**src/rtl/cache_bus_pkg.sv**
```systemverilog
// Shared definitions for the cache-line to memory-word bridge.
// Holds the bridge FSM state type and the line/word geometry constants.
package cache_bus_pkg;

  localparam int unsigned LINE_WIDTH = 128;
  localparam int unsigned WORD_WIDTH = 32;
  localparam int unsigned LINE_WORDS = 4;

  typedef enum logic [2:0] {
    ST_IDLE,
    ST_REQ,
    ST_WAIT,
    ST_RESP,
    ST_RELEASE
  } bridge_state_e;

endpackage

```
**src/rtl/line_mem_bridge.sv**
```systemverilog
// line_mem_bridge: splits one cache-line request into four word beats on a
// request/grant/response memory bus, one beat outstanding at a time.
// Ports:
//   clk_i, rst_i            clock, asynchronous active-high reset
//   addr_i, wdata_i, we_i   line request fields, valid with cs_i
//   cs_i                    request valid, held until rvalid_o
//   rdata_o                 assembled read line
//   rvalid_o                one-cycle completion pulse (reads and writes)
//   handshaked_o            one-cycle pulse in the accepting cycle
//   m_addr_o, m_wdata_o     beat address / write data
//   m_we_o, m_req_o         beat write enable / request (held until m_gnt_i)
//   m_gnt_i                 beat accepted
//   m_rdata_i, m_rvalid_i   beat response (read data or write acknowledge)
module line_mem_bridge #(
  parameter int unsigned ADDR_WIDTH = 32,
  parameter int unsigned LINE_WIDTH = 128,
  parameter int unsigned WORD_WIDTH = 32
) (
  input  logic                  clk_i,
  input  logic                  rst_i,
  input  logic [ADDR_WIDTH-1:0] addr_i,
  input  logic [LINE_WIDTH-1:0] wdata_i,
  input  logic                  we_i,
  input  logic                  cs_i,
  output logic [LINE_WIDTH-1:0] rdata_o,
  output logic                  rvalid_o,
  output logic                  handshaked_o,
  output logic [ADDR_WIDTH-1:0] m_addr_o,
  output logic [WORD_WIDTH-1:0] m_wdata_o,
  output logic                  m_we_o,
  output logic                  m_req_o,
  input  logic                  m_gnt_i,
  input  logic [WORD_WIDTH-1:0] m_rdata_i,
  input  logic                  m_rvalid_i
);
  import cache_bus_pkg::*;

  localparam int unsigned BEATS  = LINE_WIDTH / WORD_WIDTH;
  localparam int unsigned CNT_W  = $clog2(BEATS);
  localparam int unsigned WOFS_W = $clog2(WORD_WIDTH / 8);
  localparam int unsigned LOFS_W = CNT_W + WOFS_W;
  localparam int unsigned BASE_W = ADDR_WIDTH - LOFS_W;
  localparam logic [CNT_W-1:0] CNT_LAST = CNT_W'(BEATS - 1);

  bridge_state_e                        state_q;
  logic [BASE_W-1:0]                    base_q;
  logic [BEATS-1:0][WORD_WIDTH-1:0]     wline_q;
  logic [BEATS-1:0][WORD_WIDTH-1:0]     rdata_q;
  logic                                 we_q;
  logic [CNT_W-1:0]                     cnt_q;
  logic [CNT_W-1:0]                     cnt_d;
  logic                                 rvalid_q;
  logic                                 m_req_q;
  logic                                 m_we_q;
  logic [ADDR_WIDTH-1:0]                m_addr_q;
  logic [WORD_WIDTH-1:0]                m_wdata_q;
  logic [BEATS-1:0][WORD_WIDTH-1:0]     wdata_words;
  logic                                 unused_addr_bits;

  assign wdata_words      = wdata_i;
  assign unused_addr_bits = ^addr_i[LOFS_W-1:0];
  assign cnt_d            = cnt_q + CNT_W'(1);

  always_ff @(posedge clk_i or posedge rst_i) begin
    if (rst_i) begin
      state_q   <= ST_IDLE;
      base_q    <= '0;
      wline_q   <= '0;
      rdata_q   <= '0;
      we_q      <= 1'b0;
      cnt_q     <= '0;
      rvalid_q  <= 1'b0;
      m_req_q   <= 1'b0;
      m_we_q    <= 1'b0;
      m_addr_q  <= '0;
      m_wdata_q <= '0;
    end else begin
      rvalid_q <= 1'b0;
      case (state_q)
        ST_IDLE: begin
          if (cs_i) begin
            base_q    <= addr_i[ADDR_WIDTH-1:LOFS_W];
            wline_q   <= wdata_words;
            we_q      <= we_i;
            cnt_q     <= '0;
            // Beat 0 is presented straight from the inputs so m_req_o is
            // valid in the first REQ cycle.
            m_req_q   <= 1'b1;
            m_we_q    <= we_i;
            m_addr_q  <= {addr_i[ADDR_WIDTH-1:LOFS_W], {LOFS_W{1'b0}}};
            m_wdata_q <= wdata_words[0];
            state_q   <= ST_REQ;
          end
        end
        ST_REQ: begin
          if (m_gnt_i) begin
            m_req_q <= 1'b0;
            m_we_q  <= 1'b0;
            state_q <= ST_WAIT;
          end
        end
        ST_WAIT: begin
          if (m_rvalid_i) begin
            if (!we_q) begin
              rdata_q[cnt_q] <= m_rdata_i;
            end
            cnt_q <= cnt_d;
            if (cnt_q == CNT_LAST) begin
              rvalid_q <= 1'b1;
              state_q  <= ST_RESP;
            end else begin
              m_req_q   <= 1'b1;
              m_we_q    <= we_q;
              m_addr_q  <= {base_q, cnt_d, {WOFS_W{1'b0}}};
              m_wdata_q <= wline_q[cnt_d];
              state_q   <= ST_REQ;
            end
          end
        end
        ST_RESP: begin
          state_q <= ST_RELEASE;
        end
        ST_RELEASE: begin
          if (!cs_i) begin
            state_q <= ST_IDLE;
          end
        end
        default: begin
          state_q <= ST_IDLE;
        end
      endcase
    end
  end

  // Acceptance is signalled in the IDLE cycle itself; gating with rst_i keeps
  // it low while reset is held even if cs_i is high.
  assign handshaked_o = (state_q == ST_IDLE) && cs_i && !rst_i;
  assign rdata_o      = rdata_q;
  assign rvalid_o     = rvalid_q;
  assign m_req_o      = m_req_q;
  assign m_we_o       = m_we_q;
  assign m_addr_o     = m_addr_q;
  assign m_wdata_o    = m_wdata_q;

endmodule

```
**config.mk**
```make
export PLATFORM = sky130hd
export DESIGN_NAME = line_mem_bridge
export DESIGN_NICKNAME = d
export VERILOG_FILES = /design/src/rtl/cache_bus_pkg.sv /design/src/rtl/line_mem_bridge.sv
export SDC_FILE = /design/constraint.sdc
export NUM_CORES = 1
export LEC_CHECK = 0
export CORE_UTILIZATION = 35
export DETAILED_ROUTE_END_ITERATION = 10
export PLACE_DENSITY = 0.68
export SETUP_SLACK_MARGIN = 0.1
export SLEW_MARGIN = 20
export SYNTH_ARGS = -nofsm -noshare
export SYNTH_HDL_FRONTEND = slang
export SYNTH_SLANG_ARGS = --single-unit
```
**constraint.sdc**
```tcl
create_clock -name clk_i -period 15.7 [get_ports clk_i]
set_clock_uncertainty 0.05 [all_clocks]
set_input_delay 3.925 -clock clk_i [delete_from_list [all_inputs] [get_ports clk_i]]
set_output_delay 3.925 -clock clk_i [all_outputs]
set_load 0.05 [all_outputs]
```
; After elaboration in Yosys (flattened, before gate mapping)
; Index checks and enable logic that the tools add are counted.
; W data, S select, Z words.
[classes]
addsub = 1
n_mul = 0
div_mod_pow = 0
n_lt_le_gt_ge = 3
eq_ne = 10
shift = 0
mux = 34
bitwise = 1
reduce_logical = 13
[op_table]
columns = op, count
row1 = $mux W32, 8
row2 = $bwmux W128, 1
row3 = $pmux W32 S2, 2
row4 = $bmux W32 S2, 1
row5 = $demux W32 S2, 1
row6 = $pmux W3 S5, 1
row7 = $mux W3, 4
row8 = $mux W1, 10
row9 = $ne A2 B2 Y1 const B, 5
row10 = $reduce_and A4 Y1, 2
row11 = $eq A3 B2 Y1 const B, 2
row12 = $lt A2 B3 Y1 const B, 2
row13 = $mux W2, 3
row14 = $pmux W1 S3, 2
row15 = $reduce_and A3 Y1, 2
row16 = $reduce_and A5 Y1, 1
row17 = $pmux W2 S2, 1
row18 = $eq A3 B1 Y1 const B, 1
row19 = $eq A3 B3 Y1 const B, 1
row20 = $logic_and A1 B1 Y1, 3
row21 = $logic_not A3 Y1, 1
row22 = $reduce_bool A3 Y1, 1
row23 = $add A2 B1 Y2 const B, 1
row24 = $eq A2 B2 Y1 const B, 1
row25 = other kinds (5), 5
[totals]
regBits = 357
latch_bits = 0
ram_bits = 0
rom_bits = 0
input_bits = 198
output_inout_bits = 196
wordCells = 79
mem_count = 0

; Logic depth before layout (Yosys ltp)
; Gate-level depths: netlist of the first run.
[logic_depth]
word_depth = 6
mapped_depth = 9
mapped_depth_nobuf = 5

; Worst setup path before layout of the first run
; No wires, ideal clock.
[synth_path]
path_kind = input to output
from = input rst_i
to = output handshaked_o
t_arrival_ns = 12.503
t_required_ns = 11.725
setup_slack_ns = -0.778
path_stages = 2
n_path_buf = 0
cell_sequence = inv_1 and3_1
[synth_between]
elab_chain_cells = 2
[synth_rtl]
columns = item, line_no
row1 = "start, declared", line_mem_bridge.sv:20  ; input logic rst_i,
row2 = $logic_not A1 Y1, line_mem_bridge.sv:137  ; assign handshaked_o = (state_q == ST_IDLE) && cs_i && !rst_i;
row3 = $logic_and A1 B1 Y1, line_mem_bridge.sv:137
row4 = "end, declared", line_mem_bridge.sv:27  ; output logic handshaked_o,
; No other way between the ends.

; Worst setup path in the final report of the first run
; Same ends and word-level chain as after synthesis.

==> results of run 1 <==
## through the flow
stage / setup WS (ns) / instance area [sq um] / instances
6_report: 5.73 / 20700 / 1859
5_1_grt: 5.60 / 20700 / 1859
4_1_cts: 5.64 / 20700 / 1859
3_5_place_dp: 5.65 / 19400 / 1790
3_3_place_gp: 5.63 / 19400 / 1790
2_1_floorplan: 1.70 / 15100 / 912
## layout make-up
| type | instances | area (sq um) | share of cell area [%] |
|---|---|---|---|
| clock buffer | 55 | 1150 | 5.55 |
| inverter | 6 | 26.3 | 0.127 |
| timing repair buffer | 401 | 3990 | 19.3 |
| sequential | 355 | 8880 | 43.0 |
| multi-input combinational | 489 | 5800 | 28.0 |
| clock inverter | 14 | 154 | 0.744 |
| tap | 539 | 674 | 3.26 |
## power by group
group | switching, mW | leakage [nW] | internal [mW]
logic | 1.09 | 3.72 | 0.968
clock network | 0.371 | 0.642 | 0.560
registers | 0.197 | 4.41 | 1.30
## registers in the layout, summed over array words and instances (netlist names)
name	cells
m_req_o	1
we_q	1
rvalid_o	1
cnt_q	2
base_q	28
rdata_o	128
state_q	3
m_addr_o	30
m_wdata_o	32
m_we_o	1
wline_q	128
## synthesized netlist by cell type
library cell and number:
o21ai_0 4, buf_4 27, inv_1 6, buf_6 2
buf_12 2, or4b_2 1, mux2_4 26, nand4_1 2
mux4_1 6, and3_1 5, ha_1 4, nor2b_1 3
dfrtp_1 355, mux4_2 26, nor4b_1 1, nor2_1 3
o32ai_1 1, mux2_2 365, conb_1 1, nand3b_1 1
nor2_2 1, clkbuf_1 7, nor4bb_1 1, a22o_1 2
mux2i_1 2, o21a_1 1, nand2b_1 1, clkbuf_2 3
nand2_1 4, nand3_1 1, nor3b_1 2, a21oi_1 2
and3b_1 1, buf_2 21, mux2_1 16, a211o_1 1
a21o_1 2, and2_0 1, o221ai_1 1
## cells by family (layout without fill, tap and decap cells)
group	count (synthesis)	after routing	synth area share (%)
adders and majority gates	4	4	0.332
and+or+nand+nor	28	28	1.14
buffers and inverters	68	476	2.88
DFF	355	355	58.9
muxes	441	441	36.1
other	1	2	0.0249
AOI/OAI and AO/OA	14	14	0.639
## worst paths after layout
path	endpoint	slack, ns	cells past startpoint
min reg2reg	wline_q[93]	0.43	1
max	handshaked_o	5.73	4
min in group asynchronous	rdata_o[37]	3.73	2
min	wline_q[93]	0.43	1
max reg2reg	m_addr_o[5]	12.55	6
max in group asynchronous	cnt_q[0]	10.06	4
## cells in the final DEF (no fill, tap or decap), drive strengths merged
| cell type | count |
|---|---|
| dfrtp | 355 |
| nand3 | 1 |
| o221ai | 1 |
| ha | 4 |
| nor2 | 4 |
| nand2b | 1 |
| buf | 14 |
| and3b | 1 |
| o21ai | 4 |
| nor3b | 2 |
| nand3b | 1 |
| mux4 | 32 |
| a21o | 2 |
| nor4bb | 1 |
| nand2 | 4 |
| o32ai | 1 |
| mux2 | 407 |
| a21oi | 2 |
| clkdlybuf4s50 | 387 |
| mux2i | 2 |
| bufinv | 3 |
| nand4 | 2 |
| a22o | 2 |
| o21a | 1 |
| and2 | 1 |
| a211o | 1 |
| conb | 2 |
| and3 | 5 |
| nor2b | 3 |
| clkinvlp | 3 |
| inv | 6 |
| or4b | 1 |
| clkinv | 8 |
| clkbuf | 55 |
| nor4b | 1 |
## worst max-delay path, delay by kind of cell
family                 cells  cell delay (ns)
buffers and inverters      3             1.70
AND/OR/NAND/NOR            1             0.34
## routing by layer
layer	routed length (um)	share of wire, %	track usage (%)	vias up
li1	-	-	-	4073
met1	15000	41	20.7	4626
met2	17200	47	27.2	280
met3	3070	8.5	6.08	60
met4	956	2.6	6.04	6
met5	37	0.10	0	-
==> out/results.txt, run 1 <==
WL final: 36300 um
Warnings from Yosys: 0
Reg-to-Reg Start: cnt_q[0]
Post-cts sizing count: 0
Syn Area/Cell: 16.6 sq um
Static leakage: 8.77 nW
Worst Path Required: 11.73 ns
CP startpoint kind: input pin
Clk slew on worst S/H paths: 0.06 ns
Setup TNS: 0 ns
Max_cap viols: 0
Setup Buffers After CTS: 0
Worst slew pin tran: 0.978 ns
Hold Crit Class: reg2reg
Vias in the first global route: 9770
Die area: 43900 sq um
Core area: 42200 sq um
Most area-hungry cell type in the Yosys netlist: dfrtp_1
Number of routed nets with antenna violations: 0
Chip Height: 210 um
GP Congestion: 0.737
Critical path origin: rst_i
Total power: 4.49 mW
Routed vias: 9045
TritonCTS Buffers: 40
CTS tree: done
Final Max Tran Viols: 0
Detailed Place HPWL: 24100 um
Syn Inst Count: 911
Critical path's slowest cell: clkdlybuf4s50_1
Synth top area cells: dfrtp_1 59%, mux2_2 27%, mux4_2 3.9%, mux2_4 2.6%, buf_4 1.3%
Final number of setup-violating endpoints: 0
Layout cells sized above 1: 38.0%
Root Buffer: clkbuf_16
Top cell by count, worst path: clkdlybuf4s50_1
Initial DRC Count: 386
Yosys reg bits: 355
Largest stage delay on the critical path: 0.74 ns
Relative slew slack: 34.8%
Ant diodes: 0
Gr usage total: 16.8%
Port bufs: 387
CP Cell Sequence: clkdlybuf4s50_1, clkinvlp_4, and3_1, clkdlybuf4s50_1
Post-synthesis cell type count: 39
TritonRoute pass-1 iters: 4
F_max: 0.100 GHz
CTS sink cnt: 355
Layout area overhead: 37.1%
Number of fill cells: 3650
CP Capture Type: primary output
Max Buffers Root-to-Sink: 3
Die width: 210 um
# rows: 75
RSZ-0062 raised after global routing: false
Register area share after synthesis: 58.9%
CP Class: in2out
Drt drc: 0
Total I/O pin count: 394
Final Hold Vio Count: 0
Top fanout value on the critical path: 22
Nets: 1495
Outcome: finished clean
Drt wl/cell: 19.5 um
First-pass GRT wire length: 57300 um
Largest net degree at the start of global routing: 169
Post-synth top area share: 58.9%
Initial core utilization: 35.7%
Syn Std Cell Area: 15100 sq um
Antenna violations before repair: 4
Overflow after GRT: 0
CTS Hold Bufs: 0
Crit path time final: 9.97 ns
H-tree depth: 2
Clock Latency Late Sink: 0.54 ns
Worst Path Arrival: 5.99 ns
Maximum VDD drop: 0.000121 V
Pwr dens: 217 nW/um^2
Vias per cell: 4.87
Hold slack: 0.434 ns
Fin crit share: 63.5%
Hold path start: wline_q[93]
Layout Utilization: 49.0%
(Power assumes the default switching activity.)
==> run 2: changes to the inputs <==
--- a/config.mk
+++ b/config.mk
@@ -7,7 +7,7 @@
 export LEC_CHECK = 0
 export CORE_UTILIZATION = 35
 export DETAILED_ROUTE_END_ITERATION = 10
-export PLACE_DENSITY = 0.68
+export PLACE_DENSITY = 0.66
 export SETUP_SLACK_MARGIN = 0.1
 export SLEW_MARGIN = 20
 export SYNTH_ARGS = -nofsm -noshare
==> constraint.sdc (replaced) <==
create_clock -name clk_i -period 10.3 [get_ports clk_i]
set_clock_uncertainty 0.05 [all_clocks]
set_input_delay 2.575 -clock clk_i [delete_from_list [all_inputs] [get_ports clk_i]]
set_output_delay 2.575 -clock clk_i [all_outputs]
set_load 0.05 [all_outputs]
==> out/results.txt, run 2 (synthesis gave the netlist of run 1 again) <==
Outcome: finished clean
M1 GR Usage: 21.4% (+0.75 points)
Most frequent cells in the layout: 387 x clkdlybuf4s50_1, 365 x mux2_2, 354 x dfrtp_1
CP startpoint kind: input pin
First-pass GRT wire length: 57400 um (+0.16%)
# rows: 75 (unchanged)
Initial DRC Count: 395 (+2.3%)
Max_cap viols: 0 (unchanged)
Antenna violations before repair: 3 (-1)
Number of routed nets with antenna violations: 0 (unchanged)
Layout cells sized above 1: 37.8% (-0.12 points)
Root Buffer: clkbuf_16
Vias in the first global route: 9716 (-0.55%)
Worst slew pin tran: 1.02 ns (+0.0465 ns)
Crit path time final: 7.35 ns
Storage cell area: 8880 sq um (unchanged)
Maximum VDD drop: 0.000191 V (+58%)
Reg-to-Reg Start: cnt_q[0]
Drt drc: 0 (unchanged)
Hold path start: wline_q[92]
CTS sink cnt: 355 (unchanged)
Routed vias: 8996 (-0.54%)
Max Buffers Root-to-Sink: 3 (unchanged)
Setup Buffers After CTS: 0 (unchanged)
Clock Latency Late Sink: 0.54 ns (about the same)
Critical path origin: rst_i
GRT busiest layer: met2
Final Max Tran Viols: 0 (unchanged)
Static leakage: 8.76 nW (about the same)
Multi-input logic area: 5790 sq um (-0.17%)
Nets: 1496 (+0.067%)
RSZ-0062 raised after global routing: false
CP Capture Type: primary output
TritonCTS Buffers: 41 (+2.5%)
Vias per cell: 4.84 (-0.54%)
Die area: 43900 sq um (unchanged)
GP Congestion: 0.743 (+0.81%)
Worst reg2reg endpoint: m_wdata_o[25]
WL final: 36200 um (-0.45%)
Initial core utilization: 35.7% (unchanged)
Largest net degree at the start of global routing: 149 (-12%)
TritonRoute pass-1 iters: 4 (unchanged)
F_max: 0.136 GHz
Core area: 42200 sq um (unchanged)
Dpl cells: 1790 (unchanged)
Final Non-Filler Cells: 1859 (unchanged)
Reg2Reg Setup Slack: 7.12 ns (-5.43 ns)
Hold slack: 0.429 ns (-0.00491 ns)
CTS tree: done
Hold path cells: 1 (unchanged)
Total power: 6.84 mW (+52%)
Fin crit share: 71.4%
Final number of setup-violating endpoints: 0 (unchanged)
CTS Hold Bufs: 0 (unchanged)
Relative slew slack: 31.7% (-3.1 points)
CP Class: in2out
Overflow after GRT: 0 (unchanged)
Layout area overhead: 37.1% (about the same)
Chip Height: 210 um (unchanged)
Number of fill cells: 3623 (-0.74%)
Port bufs: 387 (unchanged)
Die width: 210 um (unchanged)
Met2 Use GR: 27.2% (unchanged)
Worst Path Arrival: 4.73 ns (-1.26 ns)
Total I/O pin count: 394 (unchanged)
Hold Path Sink: wline_q[92]
Top fanout value on the critical path: 25 (+14%)
Gr usage total: 16.8% (about the same)
Hold Crit Class: reg2reg
Post-cts sizing count: 0 (unchanged)
Final Hold Vio Count: 0 (unchanged)
Pwr dens: 331 nW/um^2 (+52%)
Worst Path Required: 7.68 ns (-4.05 ns)
Most common cell after layout, fill and taps aside: clkdlybuf4s50_1
GR Layer Usage met3: 5.54% (-0.54 points)
H-tree depth: 2 (unchanged)
R2R depth: 7 (+1)
Clk slew on worst S/H paths: 0.05 ns (about the same)
Drt wl/cell: 19.5 um (-0.45%)
Detailed Place HPWL: 24000 um (-0.30%)
[run 2: how the worst max path moves through the flow]
stage | endpoint | slack (ns)
floorplan | handshaked_o | -1.00
global placement | handshaked_o | 2.91
detailed placement | handshaked_o | 2.89
CTS | handshaked_o | 2.88
global route | handshaked_o | 2.81
finish | handshaked_o | 2.95
[run 2: final cells by class]
cell class | instances | area share (%)
multi-input combinational | 489 | 28.0
inverter | 6 | 0.127
clock inverter | 14 | 0.895
antenna | 1 | 0.0121
sequential | 355 | 43.0
timing repair buffer | 401 | 19.3
tap | 539 | 3.26
clock buffer | 54 | 5.44
[run 2: power by group]
group / internal (mW) / switching, mW / total [mW]
logic: 1.47 / 1.66 / 3.13
clock network: 0.865 / 0.560 / 1.43
registers: 1.98 / 0.300 / 2.28
[run 2: routing by layer]
metal / part of all wire [%] / up-vias
met1: 43 / 4572
met2: 47 / 285
met3: 8.1 / 51
met5: 0.058 / -
li1: - / 4084
met4: 1.8 / 4
[run 2: worst max-delay path, stage by stage]
cell	delay (ns)
clkdlybuf4s50_1	0.51
clkinvlp_4	0.50
and3_1	0.37
clkdlybuf4s50_1	0.74
[run 2: through the flow]
step                setup WS, ns  util [%]  cell area, sq um  TNS (ns)
finish                      2.95      49.0             20700         0
global route                2.81      49.0             20700         0
CTS                         2.88      49.0             20700         0
detailed placement          2.89      45.9             19400         0
global placement            2.91      45.9             19400         0
floorplan                  -1.00         -             15100     -1.00
